File: src/rtl/amux_pkg.sv
// rtl/amux_pkg.sv - shared types and channel helpers for the analog mux scan sequencer
// Contents:
//   NUM_CH, CH_W           channel count and select width
//   amux_state_e           sequencer states
//   chan_sel_t             {found, ch} result of a channel search
//   next_enabled_channel   lowest enabled channel strictly above cur
//   first_enabled_channel  lowest enabled channel in a mask
package amux_pkg;

  localparam int NUM_CH = 4;
  localparam int CH_W   = 2;

  typedef enum logic [2:0] {
    IDLE,
    SETTLE,
    CONVERT,
    WAIT,
    NEXT
  } amux_state_e;

  typedef struct packed {
    logic            found;
    logic [CH_W-1:0] ch;
  } chan_sel_t;

  // Scans downward so the lowest qualifying channel is the last one written.
  function automatic chan_sel_t next_enabled_channel(input logic [NUM_CH-1:0] mask,
                                                     input logic [CH_W-1:0]   cur);
    chan_sel_t r;
    r = '0;
    for (int i = NUM_CH - 1; i >= 0; i--) begin
      if (mask[i] && (i > int'(cur))) begin
        r.found = 1'b1;
        r.ch    = CH_W'(i);
      end
    end
    return r;
  endfunction

  function automatic logic [CH_W-1:0] first_enabled_channel(input logic [NUM_CH-1:0] mask);
    logic [CH_W-1:0] r;
    r = '0;
    for (int i = NUM_CH - 1; i >= 0; i--) begin
      if (mask[i]) begin
        r = CH_W'(i);
      end
    end
    return r;
  endfunction

endpackage

File: src/rtl/amux_scan_ctrl_if.sv
// rtl/amux_scan_ctrl_if.sv - mux select and ADC conversion handshake bundle
// Signals:
//   sel        mux select driven by the sequencer
//   adc_start  one-cycle conversion request
//   adc_done   one-cycle conversion-complete pulse from the ADC
//   adc_data   conversion result, valid with adc_done
// Modports: master = sequencer side, slave = mux/ADC side.
interface amux_scan_ctrl_if
  import amux_pkg::*;
#(
  parameter int ADC_W = 10
);

  logic [CH_W-1:0]  sel;
  logic             adc_start;
  logic             adc_done;
  logic [ADC_W-1:0] adc_data;

  modport master (
    output sel,
    output adc_start,
    input  adc_done,
    input  adc_data
  );

  modport slave (
    input  sel,
    input  adc_start,
    output adc_done,
    output adc_data
  );

endinterface

File: src/rtl/amux_cycle_timer.sv
// rtl/amux_cycle_timer.sv - loadable down-counter with zero flag
// Ports:
//   clk, rst   clock, asynchronous active-high reset
//   load       load load_val this cycle (has priority over counting)
//   load_val   value to load
//   zero       count has reached zero; counting stops there
module amux_cycle_timer #(
  parameter int W = 16
) (
  input  logic         clk,
  input  logic         rst,
  input  logic         load,
  input  logic [W-1:0] load_val,
  output logic         zero
);

  logic [W-1:0] count;

  always_ff @(posedge clk or posedge rst) begin
    if (rst) begin
      count <= '0;
    end else if (load) begin
      count <= load_val;
    end else if (count != '0) begin
      count <= count - W'(1);
    end
  end

  assign zero = (count == '0);

endmodule

File: src/rtl/amux_scan_ctrl.sv
// rtl/amux_scan_ctrl.sv - analog mux scan sequencer with per-channel ADC result registers
// Ports:
//   clk, reset           clock, asynchronous active-high reset
//   start                single-cycle scan request, ignored while busy
//   continuous           repeat passes; examined at the end of every pass
//   chan_mask            enabled channels, latched at start
//   adc                  mux select / ADC handshake (master side)
//   result0..result3     last converted value per channel
//   valid, timeout_err   per-channel written / abandoned flags, cleared at start
//   busy, pass_done      scan in progress, one-cycle end-of-pass pulse
module amux_scan_ctrl
  import amux_pkg::*;
#(
  parameter int SETTLE_CYCLES  = 16,
  parameter int TIMEOUT_CYCLES = 1024,
  parameter int ADC_W          = 10
) (
  input  logic              clk,
  input  logic              reset,
  input  logic              start,
  input  logic              continuous,
  input  logic [NUM_CH-1:0] chan_mask,
  amux_scan_ctrl_if.master  adc,
  output logic [ADC_W-1:0]  result0,
  output logic [ADC_W-1:0]  result1,
  output logic [ADC_W-1:0]  result2,
  output logic [ADC_W-1:0]  result3,
  output logic [NUM_CH-1:0] valid,
  output logic [NUM_CH-1:0] timeout_err,
  output logic              busy,
  output logic              pass_done
);

  localparam int TW = 16;
  // Settle: loaded on entry to SETTLE, SETTLE lasts SETTLE_CYCLES clocks.
  localparam logic [TW-1:0] SETTLE_LOAD  = TW'(SETTLE_CYCLES - 1);
  // Timeout: loaded while in CONVERT, so NEXT is reached TIMEOUT_CYCLES
  // clocks after the adc_start cycle.
  localparam logic [TW-1:0] TIMEOUT_LOAD = TW'(TIMEOUT_CYCLES - 2);

  amux_state_e      state;
  logic [CH_W-1:0]  ch;
  logic [NUM_CH-1:0] mask_q;
  logic             adc_start_q;
  logic [ADC_W-1:0] res_q [NUM_CH];

  logic             tmr_load;
  logic [TW-1:0]    tmr_val;
  logic             tmr_zero;
  chan_sel_t        nxt;

  assign nxt = next_enabled_channel(mask_q, ch);

  // Keep the timer preloaded in every state that can precede a counted one.
  always_comb begin
    tmr_load = (state == IDLE) || (state == NEXT) || (state == CONVERT);
    tmr_val  = (state == CONVERT) ? TIMEOUT_LOAD : SETTLE_LOAD;
  end

  amux_cycle_timer #(
    .W(TW)
  ) u_timer (
    .clk      (clk),
    .rst      (reset),
    .load     (tmr_load),
    .load_val (tmr_val),
    .zero     (tmr_zero)
  );

  always_ff @(posedge clk or posedge reset) begin
    if (reset) begin
      state       <= IDLE;
      ch          <= '0;
      mask_q      <= '0;
      adc_start_q <= 1'b0;
      busy        <= 1'b0;
      pass_done   <= 1'b0;
      valid       <= '0;
      timeout_err <= '0;
      for (int i = 0; i < NUM_CH; i++) begin
        res_q[i] <= '0;
      end
    end else begin
      adc_start_q <= 1'b0;
      pass_done   <= 1'b0;
      case (state)
        IDLE: begin
          if (start && (chan_mask != '0)) begin
            mask_q      <= chan_mask;
            valid       <= '0;
            timeout_err <= '0;
            busy        <= 1'b1;
            ch          <= first_enabled_channel(chan_mask);
            state       <= SETTLE;
          end
        end
        SETTLE: begin
          if (tmr_zero) begin
            adc_start_q <= 1'b1;
            state       <= CONVERT;
          end
        end
        CONVERT: begin
          state <= WAIT;
        end
        WAIT: begin
          // A done arriving on the timeout cycle still counts as a result.
          if (adc.adc_done) begin
            res_q[ch] <= adc.adc_data;
            valid[ch] <= 1'b1;
            pass_done <= !nxt.found;
            state     <= NEXT;
          end else if (tmr_zero) begin
            timeout_err[ch] <= 1'b1;
            pass_done       <= !nxt.found;
            state           <= NEXT;
          end
        end
        NEXT: begin
          if (nxt.found) begin
            ch    <= nxt.ch;
            state <= SETTLE;
          end else if (continuous) begin
            ch    <= first_enabled_channel(mask_q);
            state <= SETTLE;
          end else begin
            busy  <= 1'b0;
            state <= IDLE;
          end
        end
        default: begin
          state <= IDLE;
        end
      endcase
    end
  end

  assign adc.sel       = ch;
  assign adc.adc_start = adc_start_q;

  assign result0 = res_q[0];
  assign result1 = res_q[1];
  assign result2 = res_q[2];
  assign result3 = res_q[3];

endmodule

File: src/flat_wrapper.sv
// flat-port wrapper written by rule: the top's interface ports become plain ports
module amux_scan_ctrl_flat import amux_pkg::*;
#(
  parameter int SETTLE_CYCLES  = 16,
  parameter int TIMEOUT_CYCLES = 1024,
  parameter int ADC_W          = 10
)
  (clk, reset, start, continuous, chan_mask, result0, result1, result2, result3, valid, timeout_err, busy, pass_done, adc_sel, adc_adc_start, adc_adc_done, adc_adc_data);
  amux_scan_ctrl_if #(.ADC_W(ADC_W)) adc_i ();
  input  logic clk;
  input  logic reset;
  input  logic start;
  input  logic continuous;
  input  logic [NUM_CH-1:0] chan_mask;
  output logic [ADC_W-1:0] result0;
  output logic [ADC_W-1:0] result1;
  output logic [ADC_W-1:0] result2;
  output logic [ADC_W-1:0] result3;
  output logic [NUM_CH-1:0] valid;
  output logic [NUM_CH-1:0] timeout_err;
  output logic busy;
  output logic pass_done;
  output wire logic [$bits(adc_i.sel)-1:0] adc_sel;
  output wire logic [$bits(adc_i.adc_start)-1:0] adc_adc_start;
  input wire logic [$bits(adc_i.adc_done)-1:0] adc_adc_done;
  input wire logic [$bits(adc_i.adc_data)-1:0] adc_adc_data;
  assign adc_sel = adc_i.sel;
  assign adc_adc_start = adc_i.adc_start;
  assign adc_i.adc_done = adc_adc_done;
  assign adc_i.adc_data = adc_adc_data;
  amux_scan_ctrl #(.SETTLE_CYCLES(SETTLE_CYCLES), .TIMEOUT_CYCLES(TIMEOUT_CYCLES), .ADC_W(ADC_W)) u_core (.clk(clk), .reset(reset), .start(start), .continuous(continuous), .chan_mask(chan_mask), .adc(adc_i), .result0(result0), .result1(result1), .result2(result2), .result3(result3), .valid(valid), .timeout_err(timeout_err), .busy(busy), .pass_done(pass_done));
endmodule
File: config.mk
export PLATFORM = sky130hd
export DESIGN_NAME = amux_scan_ctrl_flat
export DESIGN_NICKNAME = d
export VERILOG_FILES = /design/src/rtl/amux_pkg.sv /design/src/rtl/amux_scan_ctrl_if.sv /design/src/rtl/amux_cycle_timer.sv /design/src/rtl/amux_scan_ctrl.sv /design/src/flat_wrapper.sv
export SDC_FILE = /design/constraint.sdc
export NUM_CORES = 1
export LEC_CHECK = 0
export ABC_AREA = 1
export CAP_MARGIN = 25
export CORE_MARGIN = 3
export CORE_UTILIZATION = 43
export DETAILED_ROUTE_END_ITERATION = 12
export GPL_ROUTABILITY_DRIVEN = 0
export PLACE_DENSITY_LB_ADDON = 0.05
export SYNTH_ARGS = -nofsm -noshare
export SYNTH_HDL_FRONTEND = slang
export SYNTH_SLANG_ARGS = --single-unit
File: constraint.sdc
create_clock -name clk -period 2.1 [get_ports clk]
set_input_delay 0.21 -clock clk [delete_from_list [all_inputs] [get_ports clk]]
set_output_delay 0.21 -clock clk [all_outputs]
set_load 0.01 [all_outputs]
==> results.md <==
- Status: finished clean
- Met3 wire length: approximately 370 um
- Clock-pin slew on the worst setup and hold paths: about 0.090 ns
- GRT overflow: 0
- Layout Utilization: 58.3%
- Critical path arrival: about 1.9 ns
- Simple-Gate Fraction of Synth Area: between 20% and 30%
- Area post-placement: approximately 4400 um2
- Post-CTS Resized: 0
- Commonest non-fill, non-tap cell in the layout: nand2_1
- Root Buffer: clkbuf_8
- Crit path max-delay cell type: dfrtp_1
- YS warnings: 0
- Most frequent cells in the layout: nand2_1 (106), dfrtp_1 (76), clkdlybuf4s50_1 (71)
- # DRC: 0
- VDD IR max: 0.590 mV
- Drt first-iter violations: 89
- RSZ-0062 raised after global routing: no
- Total of max-cap violations: 0
- Synth Register Bits: 76
- Die H: 97.4 um
- Synth area leader: dfrtp_1
- DR WL met2: 4100 um
- Via density: ~5.0
- Clock Sinks: 76
- Synth Cell Area: 3590 um2
- Compound-cell area share of the yosys netlist: between 10% and 20%
- Ys async rst share: between 90% and 100%
- Delay-heaviest family, CP: simple AND/OR/NAND/NOR gates
- Max Used Layer: met4
- Placement Rows: 32
- N_diodes: 0
- Largest net degree at the start of global routing: 25
- Vias in the first global route: 2894
- Post-CTS setup buffer count: 0
- Routed WL: between 8000 and 9000 um
- Drt pass-1 iters: 4
- Crit path time final: 1.70 ns
- Clock skew: 0.0126 ns
- Layout cells sized above 1: 9.22%
- Post-synth EDFFs: 0
- Routed len/inst: 14.1 um
- Post-route cell area: 4620 um2
- Wl on met1: slightly above 4000 um
- Share of the synthesized area in the top cell type: 52.9%
- XOR/XNOR share of the synthesized area: 0.487%
- H-tree depth: 3
- CP peak stage delay: 0.41 ns
- Core Region: 7930 um2
- Clk_lat worst skew: 0.35 ns
- Setup TNS: 0 ns
- Max-slew violation count: 0
- Tcrit/Tclk final: 81.0%
- Area contributors post-synth: dfrtp_1 (53%), nand2_1 (11%), inv_1 (5.5%)
- I/O Buffers: 71
- First-pass GRT wire length: 14400 um
- Final net count: 526
- Hold Vio Cnt, Final: 0
- Syn_area_per_cell: 8.36 um2
- Cells along the critical path: inv_1, ha_1, nand2_1, nor2_2, nand2_2, nor2_4, o21ai_0
- Crit path launch type: flop
- Adder-cell share of the synthesized area: 0.696%
- # setup viols final: 0
- Post-Synthesis Cells: 430
- Worst slew pin tran: between 0.5 and 0.6 ns
- Post-DP HPWL: 6500 um
- Crit path max fanout: 15
- Initial antenna violation count: 0
- P_leak: 2.27 nW
- Syn-to-layout area delta: 28.6%
- Pwr Density: roughly 1300 nW/um2
- Most used flip-flop cell after synthesis: dfrtp_1
- Fillers: 739
- Largest family of logic cells by synthesized area: simple AND/OR/NAND/NOR gates
- Crit path buf inv count: 1
- CTS tree: done
- I/O Pins: slightly above 70
- GR Util All Layers: 18.8%
- Relative slew slack: around three fifths
- Fmax: 588 MHz
- Die ar.: 9490 um2
- CP Capture Type: flop
- Vias: 3060
- Sequential area share after synthesis: 52.9%
- Post-synthesis mux area share: 0%
- Worst EP required: 2.32 ns
- Hold_buf cts: 0
- Netlist cell types: 31
- Mapped Nets: 451
- Die width: 97.4 um
- Antenna Nets Post-Route: 0
- Total CTS buffers: 9
- CP Class: flop to flop
- Max Root-Sink Buffers: 2
- Initial Utilization: 45.3%
- Worst hold path type: primary input to asynchronous set/reset pin
-- logic make-up (layout without fill, tap and decap cells) --
| group | after synthesis | in the layout |
|---|---|---|
| simple gates | 202 | 202 |
| xor+xnor | 2 | 2 |
| fa+ha+maj | 2 | 2 |
| buf+inv | 68 | 148 |
| flops | 76 | 76 |
| compound gates | 80 | 80 |
-- sequential cells by signal, summed over array words and instances (netlist names) --
register / flops
u_core.adc.adc_start: 1
u_core.adc.sel: 2
u_core.busy: 1
u_core.mask_q: 4
u_core.pass_done: 1
u_core.result0: 10
u_core.result1: 10
u_core.result2: 10
u_core.result3: 10
u_core.state: 3
u_core.timeout_err: 4
u_core.u_timer.count: 16
u_core.valid: 4
-- area by class of cell --
type | instances | area (um2) | share of cell area [%]
clock buffers | 10 | 138 | 2.98
clock inverters | 6 | 71.3 | 1.54
inverters | 57 | 218 | 4.71
multi-input cells | 286 | 1400 | 30.3
flip-flops and latches | 76 | 1900 | 41.1
well taps | 102 | 128 | 2.76
repair buffers | 75 | 766 | 16.6
-- per-layer routing --
layer	vias to the layer above	global-route usage, %
met5	-	0
met4	0	5.75
met3	6	3.73
met2	62	30.2
met1	1467	25.7
li1	1525	-
-- report_power, final --
| group | total [mW] | switching [mW] | internal [mW] |
|---|---|---|---|
| clock | 1.17 | 0.577 | 0.592 |
| combinational | 2.62 | 1.40 | 1.23 |
| sequential | 2.38 | 0.398 | 1.99 |
| total | 6.18 | 2.37 | 3.81 |
-- path summary, 6_finish.rpt --
kind	from	to	slack (ns)	cells past startpoint
max	u_core.u_timer.count[0]$_DFFE_PP0P_	u_core.u_timer.count[1]$_DFFE_PP0P_	0.40	7
min	reset	u_core.result0[1]$_DFFE_PP0P_	0.27	2
max reg2reg	u_core.u_timer.count[0]$_DFFE_PP0P_	u_core.u_timer.count[1]$_DFFE_PP0P_	0.40	7
min reg2reg	u_core.result1[1]$_DFFE_PP0P_	u_core.result1[1]$_DFFE_PP0P_	0.49	2
max in group asynchronous	reset	u_core.u_timer.count[5]$_DFFE_PP0P_	1.30	3
min in group clk	chan_mask[1]	u_core.mask_q[1]$_DFFE_PP0P_	0.47	3
-- synth_stat cells (4+ instances only) --
cell type    n
inv_1       53
nor2_1      41
dfrtp_1     76
inv_2        4
buf_2        7
o21ai_0     17
nor2_2       6
nand2_2      6
a21oi_1     11
nand2_1    106
o21ai_1     39
nand3_1     28
-- through the flow --
stage          worst slack, ns  cells  power [mW]  hold slack (ns)
2_1_floorplan            0.722    430        3.85            0.335
3_3_place_gp             0.436    596        5.01            0.468
3_5_place_dp             0.408    596        5.06            0.478
4_1_cts                  0.406    612        6.24            0.275
5_1_grt                  0.270    612        6.64            0.305
6_report                 0.400    612        6.18            0.269
-- worst register-to-register path: cells and delay by family (launching register included) --
kind,cells,cell delay (ns)
compound gates,1,0.16
buf+inv,1,0.13
simple gates,4,0.69
flops,1,0.41
fa+ha+maj,1,0.18
Note: power is estimated with default switching activity, not from simulation.
